[config.mk]
export PLATFORM = sky130hd
export DESIGN_NAME = muldiv_unit
export DESIGN_NICKNAME = d
export VERILOG_FILES = /design/src/rtl/muldiv_unit.sv
export SDC_FILE = /design/constraint.sdc
export NUM_CORES = 1
export LEC_CHECK = 0
export ABC_CLOCK_PERIOD_IN_PS = 4600
export CAP_MARGIN = 5
export CORE_ASPECT_RATIO = 1.4
export CORE_MARGIN = 4
export CORE_UTILIZATION = 60
export DETAILED_ROUTE_END_ITERATION = 16
export GPL_TIMING_DRIVEN = 0
export MAX_ROUTING_LAYER = met4
export PLACE_DENSITY_LB_ADDON = 0.2
export SKIP_LAST_GASP = 1
export SLEW_MARGIN = 25
export SYNTH_ARGS = -nofsm -noshare
export SYNTH_HDL_FRONTEND = slang
export SYNTH_SLANG_ARGS = --single-unit
[constraint.sdc]
create_clock -name clk -period 4.6 [get_ports clk]
set_input_delay 0.69 -clock clk [delete_from_list [all_inputs] [get_ports clk]]
set_output_delay 0.69 -clock clk [all_outputs]
set_load 0.02 [all_outputs]
[src/rtl/muldiv_unit.sv]
// ---------------------------------------------------------------------------
// muldiv_unit
//
// Iterative signed multiply/divide unit holding the architectural HI/LO
// registers. One radix-2 step is performed per clock, so an operation keeps
// `busy` high for WIDTH+1 cycles (WIDTH iteration steps plus one sign-fix
// and write-back cycle). HI/LO are only written in the final cycle, so
// reads of HI/LO issued while the unit is busy still see the previous
// results.
//
// Ports:
//   clk     - sole clock, rising edge
//   reset   - synchronous, active-high; aborts any operation in flight
//   start   - one-cycle request to begin an operation (ignored while busy)
//   op_div  - 0 = signed multiply, 1 = signed divide (sampled with start)
//   rs_val  - multiplicand / dividend, signed (sampled with start)
//   rt_val  - multiplier / divisor, signed (sampled with start)
//   busy    - registered, high while an operation is in flight
//   done    - registered, one-cycle pulse when HI/LO have just been updated
//   hi      - HI register: product upper half or remainder
//   lo      - LO register: product lower half or quotient
// ---------------------------------------------------------------------------
module muldiv_unit #(
  parameter int WIDTH = 32
) (
  input  logic             clk,
  input  logic             reset,
  input  logic             start,
  input  logic             op_div,
  input  logic [WIDTH-1:0] rs_val,
  input  logic [WIDTH-1:0] rt_val,
  output logic             busy,
  output logic             done,
  output logic [WIDTH-1:0] hi,
  output logic [WIDTH-1:0] lo
);

  localparam int CW = (WIDTH > 1) ? $clog2(WIDTH) : 1;
  localparam logic [CW-1:0] CNT_LOAD = CW'(WIDTH - 1);

  typedef enum logic [1:0] {
    IDLE = 2'd0,
    RUN  = 2'd1,
    FIX  = 2'd2
  } state_t;

  state_t state_q, state_d;

  // Operation context captured at start.
  logic             op_div_q, op_div_d;
  logic             neg_quo_q, neg_quo_d;    // product / quotient sign
  logic             neg_rem_q, neg_rem_d;    // remainder sign (dividend sign)
  logic             div_zero_q, div_zero_d;
  logic [WIDTH-1:0] rs_raw_q, rs_raw_d;      // raw dividend for divide-by-zero HI
  logic [CW-1:0]    cnt_q, cnt_d;

  // |rs| for multiply, |rt| for divide: the operand added / subtracted each step.
  logic [WIDTH-1:0] opnd_q, opnd_d;

  // Multiply accumulator: upper half collects partial sums, lower half
  // initially holds the multiplier and is shifted out LSB first.
  logic [2*WIDTH-1:0] prod_q, prod_d;

  // Divide state: running remainder and quotient. The quotient register
  // starts out holding the dividend, which is shifted out MSB first as
  // quotient bits are shifted in at the bottom.
  logic [WIDTH-1:0] rem_q, rem_d;
  logic [WIDTH-1:0] quo_q, quo_d;

  // Architectural results and registered handshake outputs.
  logic [WIDTH-1:0] hi_q, hi_d;
  logic [WIDTH-1:0] lo_q, lo_d;
  logic             busy_q, busy_d;
  logic             done_q, done_d;

  // Step datapath signals.
  logic [WIDTH:0]     mult_addend;
  logic [WIDTH:0]     mult_sum;
  logic [WIDTH:0]     div_shift;
  logic               div_ge;
  logic [WIDTH-1:0]   div_diff;
  logic [2*WIDTH-1:0] prod_fix;

  // Unsigned magnitude of a two's complement value. The most negative value
  // maps onto itself, which is exactly its magnitude when read as unsigned.
  function automatic logic [WIDTH-1:0] mag(input logic [WIDTH-1:0] x);
    return x[WIDTH-1] ? (~x + 1'b1) : x;
  endfunction

  // State and datapath registers. Reset returns the unit to IDLE with
  // HI/LO cleared and wins over a simultaneous start.
  always_ff @(posedge clk) begin
    if (reset) begin
      state_q    <= IDLE;
      op_div_q   <= 1'b0;
      neg_quo_q  <= 1'b0;
      neg_rem_q  <= 1'b0;
      div_zero_q <= 1'b0;
      rs_raw_q   <= '0;
      cnt_q      <= '0;
      opnd_q     <= '0;
      prod_q     <= '0;
      rem_q      <= '0;
      quo_q      <= '0;
      hi_q       <= '0;
      lo_q       <= '0;
      busy_q     <= 1'b0;
      done_q     <= 1'b0;
    end else begin
      state_q    <= state_d;
      op_div_q   <= op_div_d;
      neg_quo_q  <= neg_quo_d;
      neg_rem_q  <= neg_rem_d;
      div_zero_q <= div_zero_d;
      rs_raw_q   <= rs_raw_d;
      cnt_q      <= cnt_d;
      opnd_q     <= opnd_d;
      prod_q     <= prod_d;
      rem_q      <= rem_d;
      quo_q      <= quo_d;
      hi_q       <= hi_d;
      lo_q       <= lo_d;
      busy_q     <= busy_d;
      done_q     <= done_d;
    end
  end

  // Next-state logic. RUN lasts exactly WIDTH cycles: the counter is loaded
  // with WIDTH-1 and the step taken while it reads zero is the last one.
  always_comb begin
    state_d = state_q;
    unique case (state_q)
      IDLE:    if (start) state_d = RUN;
      RUN:     if (cnt_q == '0) state_d = FIX;
      FIX:     state_d = IDLE;
      default: state_d = IDLE;
    endcase
  end

  // Registered handshake outputs. busy follows the next state so it rises
  // on the accepting edge and falls on the write-back edge, the same edge
  // on which done rises; the two are therefore never high together.
  always_comb begin
    busy_d = (state_d != IDLE);
    done_d = (state_q == FIX);
  end

  // One shift-add multiply step: conditionally add the multiplicand into
  // the upper half, then shift the whole accumulator right by one. The
  // extra top bit of the sum carries into the shifted-in position.
  always_comb begin
    mult_addend = prod_q[0] ? {1'b0, opnd_q} : {(WIDTH+1){1'b0}};
    mult_sum    = {1'b0, prod_q[2*WIDTH-1:WIDTH]} + mult_addend;
  end

  // One restoring-divide step. The shifted partial remainder needs WIDTH+1
  // bits; when it is not smaller than the divisor the true difference is
  // below the divisor and so fits in WIDTH bits.
  always_comb begin
    div_shift = {rem_q, quo_q[WIDTH-1]};
    div_ge    = (div_shift >= {1'b0, opnd_q});
    div_diff  = div_shift[WIDTH-1:0] - opnd_q;
  end

  // Sign-corrected product for the write-back cycle.
  always_comb begin
    prod_fix = neg_quo_q ? (~prod_q + 1'b1) : prod_q;
  end

  // Datapath register updates: operand capture in IDLE, iteration in RUN,
  // HI/LO write-back in FIX. Everything holds its value otherwise.
  always_comb begin
    op_div_d   = op_div_q;
    neg_quo_d  = neg_quo_q;
    neg_rem_d  = neg_rem_q;
    div_zero_d = div_zero_q;
    rs_raw_d   = rs_raw_q;
    cnt_d      = cnt_q;
    opnd_d     = opnd_q;
    prod_d     = prod_q;
    rem_d      = rem_q;
    quo_d      = quo_q;
    hi_d       = hi_q;
    lo_d       = lo_q;

    unique case (state_q)
      IDLE: begin
        if (start) begin
          op_div_d   = op_div;
          neg_quo_d  = rs_val[WIDTH-1] ^ rt_val[WIDTH-1];
          neg_rem_d  = rs_val[WIDTH-1];
          div_zero_d = (rt_val == '0);
          rs_raw_d   = rs_val;
          cnt_d      = CNT_LOAD;
          if (op_div) begin
            opnd_d = mag(rt_val);
            rem_d  = '0;
            quo_d  = mag(rs_val);
          end else begin
            opnd_d = mag(rs_val);
            prod_d = {{WIDTH{1'b0}}, mag(rt_val)};
          end
        end
      end

      RUN: begin
        cnt_d = cnt_q - 1'b1;
        if (op_div_q) begin
          rem_d = div_ge ? div_diff : div_shift[WIDTH-1:0];
          quo_d = {quo_q[WIDTH-2:0], div_ge};
        end else begin
          prod_d = {mult_sum, prod_q[WIDTH-1:1]};
        end
      end

      FIX: begin
        if (!op_div_q) begin
          hi_d = prod_fix[2*WIDTH-1:WIDTH];
          lo_d = prod_fix[WIDTH-1:0];
        end else if (div_zero_q) begin
          // Divide by zero: all-ones quotient, dividend passed through as
          // the remainder with no sign correction.
          hi_d = rs_raw_q;
          lo_d = '1;
        end else begin
          // INT_MIN / -1 needs no special case: the magnitude quotient
          // 0x80..0 negates back to itself.
          hi_d = neg_rem_q ? (~rem_q + 1'b1) : rem_q;
          lo_d = neg_quo_q ? (~quo_q + 1'b1) : quo_q;
        end
      end

      default: ;
    endcase
  end

  assign busy = busy_q;
  assign done = done_q;
  assign hi   = hi_q;
  assign lo   = lo_q;

endmodule

==> results.toml, run 1 <==
[sta]
holdWs_ns = 0.4502
worst_pin_slew_ns = 1.200
setup_violations = 0
finalCritPeriodShare_pct = 94.17
fin_crit_ns = 4.332
setup_slack_ns = 0.2681
fmaxAchievable_mhz = 230.8
clock_skew_ns = 0.01848
hold_viol = 0
report.final.slew_viol_count = 0
max_slew_margin_pct = 20.02
rsz0062_at_grt = "false"

[routing]
drtIter0Drc = 2551
firstDrtPassIters = 7
vias_per_cell = 6.869
drc_errors = 0
ant_nets = 0
wirelength_um = 82130
wire_per_inst_um = 27.15
via_count = 20780

[worst_setup_path]
r2r_end = "hi[6]$_SDFFE_PP0P_"
startpoint_type = "flip-flop"
r2r_start = "prod_q[0]$_SDFFE_PP0P_"
cpMaxStageDelayCell = "or4_1"
max_stage_delay_ns = 0.55
path_max_fanout = 13
cp-end-kind = "flip-flop"
reg2reg_slack_ns = 0.27
required_ns = 5.03
reg2reg_depth = 12
path_class = "reg2reg"
crit_chain = "clkinvlp_4 > ha_1 > or3b_2 > nor4_4 > nand2_1 > or4_1 > or4_1 > a21oi_1 > xor2_2 > o21ai_0 > o21ai_0 > nor2_1"
critPathArrivalTime_ns = 4.76

[cells_and_area]
fin_util_pct = 70.05
syn2layout_area_growth_pct = 15.17
fin_cells = 3025
drive_gt1_share_pct = 2.922
fin_nets = 2755

[clock_network]
clkLatencyLatePin_ns = 0.58
post_cts_buffers = 0
cts_buffers = 28
clock_sinks = 268
h-tree-depth = 1
clockBufferDepth = 3
cts-root-buf = "clkbuf_16"
cts_tree = "done"
clk_pin_slew_ns = 0.06
holdBufCountCts = 0

[synth]
ys_ff_latch = 268
syn_area_um2 = 18210
synth_most_common_cell = "nand2_1"
synth_xor_area_share_pct = 11.21
synth-simple-area-share_pct = 21.28
synth_edf_count = 0
synth_top_family_by_area = "compound AO/OA/AOI/OAI gates"
async_reset_ff_share_pct = 0
synth_compound_area_share_pct = 26.15
synthMuxAreaShare_pct = 2.165
syn_inst = 2455
synth_top_area_share_pct = 29.47
synthFlopType = "dfxtp_1"
synth_warnings = 0
yosys.cell_types.count = 71
seq_area_frac_synth_pct = 29.47
yosysTopAreaCell = "dfxtp_1"
synthAdderAreaFrac_pct = 5.030
synth_area_leaders = "dfxtp_1, a21oi_1, nand2_1"
syn_nets = 2595
synth_common_cells = "nand2_1, nor2_1, dfxtp_1, a21oi_1, o21ai_0"
synth.avg_cell_area_um2 = 7.416

[placed_design]
port_buffers = 131
pre_cts_ws_ns = -0.1423
place_hpwl_um = 63500
dp_cells = 2971
gp_congestion = 1.202

[floorplan]
fp.dieH_um = 214.1
placementRows = 75
dieArea_um2 = 33240
die_w_um = 155.2
start_util_pct = 60.82
io_pins = 134
core_um2 = 29940

[global_route]
grt_max_degree = 14
overflow = 0
antenna_found_initial = 3
grt_pass1_vias = 19428
grt_usage_pct = 48.40
grt_pass1_wl_um = 119500

[min_path]
hp-start = "hi[22]$_SDFFE_PP0P_"
whs_endpoint = "hi[22]$_SDFFE_PP0P_"
hold_depth = 2
hold_path_class = "reg2reg"

[power]
ir_drop_mv = 0.3060
leakage_nw = 8.126
power_density_nw_per_um2 = 331.5
total_power_mw = 6.952

[status]
status = "completed"

[run]
maxCapViolations = 0
[area by class of cell]
type	count	area, um2
clock buffers	40	807.0
plain buffers	157	589.3
well taps	385	481.7
clock inverters	10	133.9
repair buffers	131	1311
multi-input cells	1959	12000
fillers	2534	8965
diodes	5	12.51
flip-flops and latches	268	5365
inverters	70	266.5
[through the flow]
| step | instance area [um2] | setup TNS (ns) |
|---|---|---|
| global placement | 20000 | -0.04266 |
| detailed placement | 20000 | -0.1423 |
| CTS | 20940 | 0 |
| floorplan | 18210 | 0 |
| global route | 20970 | 0 |
| finish | 20970 | 0 |
[flip-flops by register name, summed over array words and instances (netlist names)]
| signal | cells |
|---|---|
| cnt_q | 5 |
| div_zero_q | 1 |
| lo | 32 |
| opnd_q | 32 |
| done | 1 |
| state_q | 2 |
| hi | 32 |
| rs_raw_q | 31 |
| neg_quo_q | 1 |
| quo_q | 32 |
| rem_q | 32 |
| prod_q | 64 |
| neg_rem_q | 1 |
| op_div_q | 1 |
| busy | 1 |
[layer usage]
metal  up-vias  share of wire [%]  global-route usage [%]
met3       569                 11                   11.49
met1      9478                 33                   51.42
met2      1643                 44                   73.15
met4         0                 12                   44.99
li1       9090                  -                       -
met5         -                  0                       -
[worst max-delay path: cells and delay by family (launching register included)]
family                     cells  cell delay, ns
and+or+nand+nor                6            2.15
AOI/OAI and AO/OA              3            0.56
DFF                            1            0.47
xor gates and xnor gates       1            0.42
buffers and inverters          1            0.36
adders and majority gates      1            0.22
[power by group]
group | leakage (nW) | internal (mW) | switching (mW)
Clock | 0.457 | 1.38 | 1.04
Combinational | 5.49 | 0.595 | 1.33
Sequential | 2.18 | 2.44 | 0.156
[worst max-delay path by stage]
stage	startpoint	endpoint	slack, ns	cells after the start
floorplan	rs_val[6]	quo_q[21]$_SDFFE_PP0P_	1.22	10
global placement	prod_q[0]$_SDFFE_PP0P_	hi[6]$_SDFFE_PP0P_	-0.04	13
detailed placement	prod_q[0]$_SDFFE_PP0P_	hi[6]$_SDFFE_PP0P_	-0.14	13
CTS	prod_q[0]$_SDFFE_PP0P_	hi[6]$_SDFFE_PP0P_	0.1	12
global route	prod_q[0]$_SDFFE_PP0P_	prod_q[61]$_SDFFE_PP0P_	0.04	13
finish	prod_q[0]$_SDFFE_PP0P_	hi[6]$_SDFFE_PP0P_	0.27	12
[what timing repair did]
item                                    CTS  global route
endpoints found under the hold margin     0             0
gates resized for setup                   0             3
endpoints found under the setup margin    1             1
[kinds of logic after synthesis]
family / count (synthesis)
simple gates: 855
mux: 39
compound gates: 760
buf+inv: 228
fa+ha+maj: 72
flops: 268
xor+xnor: 233
[placed cells by master (no fill, tap or decap), drive strengths merged, types with 23 or more instances in the layout]
| cell type | synthesis | final |
|---|---|---|
| nor3 | 44 | 44 |
| o21ai | 183 | 183 |
| dfxtp | 268 | 268 |
| ha | 70 | 70 |
| a21o | 33 | 33 |
| nand3 | 25 | 25 |
| nor2 | 291 | 291 |
| nand2 | 319 | 319 |
| mux2i | 36 | 36 |
| or3 | 25 | 25 |
| xor2 | 114 | 114 |
| o41ai | 23 | 23 |
| clkdlybuf4s50 | 0 | 131 |
| o211ai | 31 | 31 |
| o31ai | 50 | 50 |
| xnor2 | 119 | 119 |
| clkbuf | 132 | 171 |
| inv | 69 | 69 |
| or4 | 31 | 31 |
| a21oi | 256 | 256 |
| a211oi | 55 | 55 |
| nand2b | 30 | 30 |
| buf | 26 | 26 |
Note: power is estimated with default switching activity, not from simulation.
==> run 2: changes to the inputs <==
--- a/config.mk
+++ b/config.mk
@@ -9,7 +9,7 @@
 export CAP_MARGIN = 5
 export CORE_ASPECT_RATIO = 1.4
 export CORE_MARGIN = 4
-export CORE_UTILIZATION = 60
+export CORE_UTILIZATION = 40
 export DETAILED_ROUTE_END_ITERATION = 16
 export GPL_TIMING_DRIVEN = 0
 export MAX_ROUTING_LAYER = met4
==> results.toml, run 2 (synthesis results as in run 1) <==
[clock_network]
clk_pin_slew_ns = 0.06
clockBufferDepth = 3
clock_sinks = 268
cts_buffers = 31
cts-root-buf = "clkbuf_16"
cts_tree = "done"
post_cts_buffers = 0
h-tree-depth = 1
clkLatencyLatePin_ns = 0.60

[cells_and_area]
fin_util_pct = 47.37
fin_nets = 2758
fillers = 4688
drive_gt1_share_pct = 3.143
final_cell_mix = "nand2_1, nor2_1, dfxtp_1"
final_area_um2 = 21320
top_register = "prod_q"
antenna_cells = 0
syn2layout_area_growth_pct = 17.10
final_common_cell = "nand2_1"
fin_cells = 3252
largest_reg_flops = 64

[worst_setup_path]
startpoint_type = "flip-flop"
path_max_fanout = 13
path_class = "reg2reg"
critPathArrivalTime_ns = 4.97
cp-end-kind = "flip-flop"
required_ns = 5.04

[placed_design]
gp_congestion = 1.073
pre_cts_ws_ns = -0.1843
port_buffers = 131
dp_cells = 3197
place_area_um2 = 20280
place_hpwl_um = 70680

[power]
power_density_nw_per_um2 = 335.1
total_power_mw = 7.144
ir_drop_mv = 0.3117
leakage_nw = 8.176

[min_path]
hold_path_class = "reg2reg"

[floorplan]
fp.dieH_um = 260.4
io_pins = 134
dieArea_um2 = 49040
start_util_pct = 40.45
die_w_um = 188.3
core_um2 = 45010
placementRows = 92

[routing]
drc_errors = 0
wirelength_um = 87940
vias_per_cell = 6.011
wire_per_inst_um = 27.04
drtIter0Drc = 1823
ant_nets = 0
firstDrtPassIters = 5
via_count = 19547

[global_route]
grt_usage_pct = 35.07
antenna_found_initial = 0
overflow = 0
grt_pass1_vias = 18695
grt_pass1_wl_um = 124700
grt_max_degree = 15

[sta]
hold_viol = 0
setup_slack_ns = 0.06855
holdWs_ns = 0.4484
fmaxAchievable_mhz = 220.7
clock_skew_ns = 0.01506
rsz0062_at_grt = "true"
finalCritPeriodShare_pct = 98.51
max_slew_margin_pct = 15.87
setup_violations = 0
fin_crit_ns = 4.531
fin_tns_setup_ns = 0
worst_pin_slew_ns = 1.262
report.final.slew_viol_count = 0

[status]
status = "completed"

[run]
maxCapViolations = 0
-- run 2: area by class of cell --
type / count / area, um2 / area share, %
timing repair buffer: 131 / 1311 / 6.150
buffer: 157 / 590.6 / 2.770
sequential: 268 / 5365 / 25.16
inverter: 70 / 266.5 / 1.250
tap: 611 / 764.5 / 3.586
clock buffer: 42 / 857.1 / 4.020
multi-input combinational: 1959 / 11990 / 56.22
clock inverter: 14 / 178.9 / 0.8392
-- run 2: what timing repair did --
item / in CTS / in global routing
gates cloned: 0 / 0
hold buffers: 0 / 0
setup endpoints to repair: 2 / 7
resized for setup: 0 / 4
-- run 2: worst paths after layout --
check	from	slack, ns	to	cells after the start
min	lo[24]$_SDFFE_PP0P_	0.45	lo[24]$_SDFFE_PP0P_	2
max reg2reg	prod_q[0]$_SDFFE_PP0P_	0.07	hi[6]$_SDFFE_PP0P_	12
max	prod_q[0]$_SDFFE_PP0P_	0.07	hi[6]$_SDFFE_PP0P_	12
min reg2reg	lo[24]$_SDFFE_PP0P_	0.45	lo[24]$_SDFFE_PP0P_	2
-- run 2: routing by layer --
metal	routed length (um)	global-route usage (%)	vias to the layer above
met2	41220	57.58	859
li1	-	-	9058
met3	4961	3.760	321
met5	0	-	-
met1	32320	37.98	9309
met4	9435	29.93	0
-- run 2: power breakdown --
group	switching [mW]	internal, mW
Combinational	1.33	0.592
Sequential	0.154	2.44
Clock	1.11	1.52
Total	2.59	4.56
-- run 2: worst max-delay path: stages (launching register included) --
cell and delay (ns):
dfxtp_1 0.48, clkinvlp_4 0.36, ha_1 0.22, or3b_2 0.50, nor4_2 0.47, nand2_1 0.21
or4_1 0.55, or4_1 0.44, a21oi_1 0.18, xor2_1 0.57, o21ai_0 0.20, o21ai_0 0.13
nor2_1 0.06
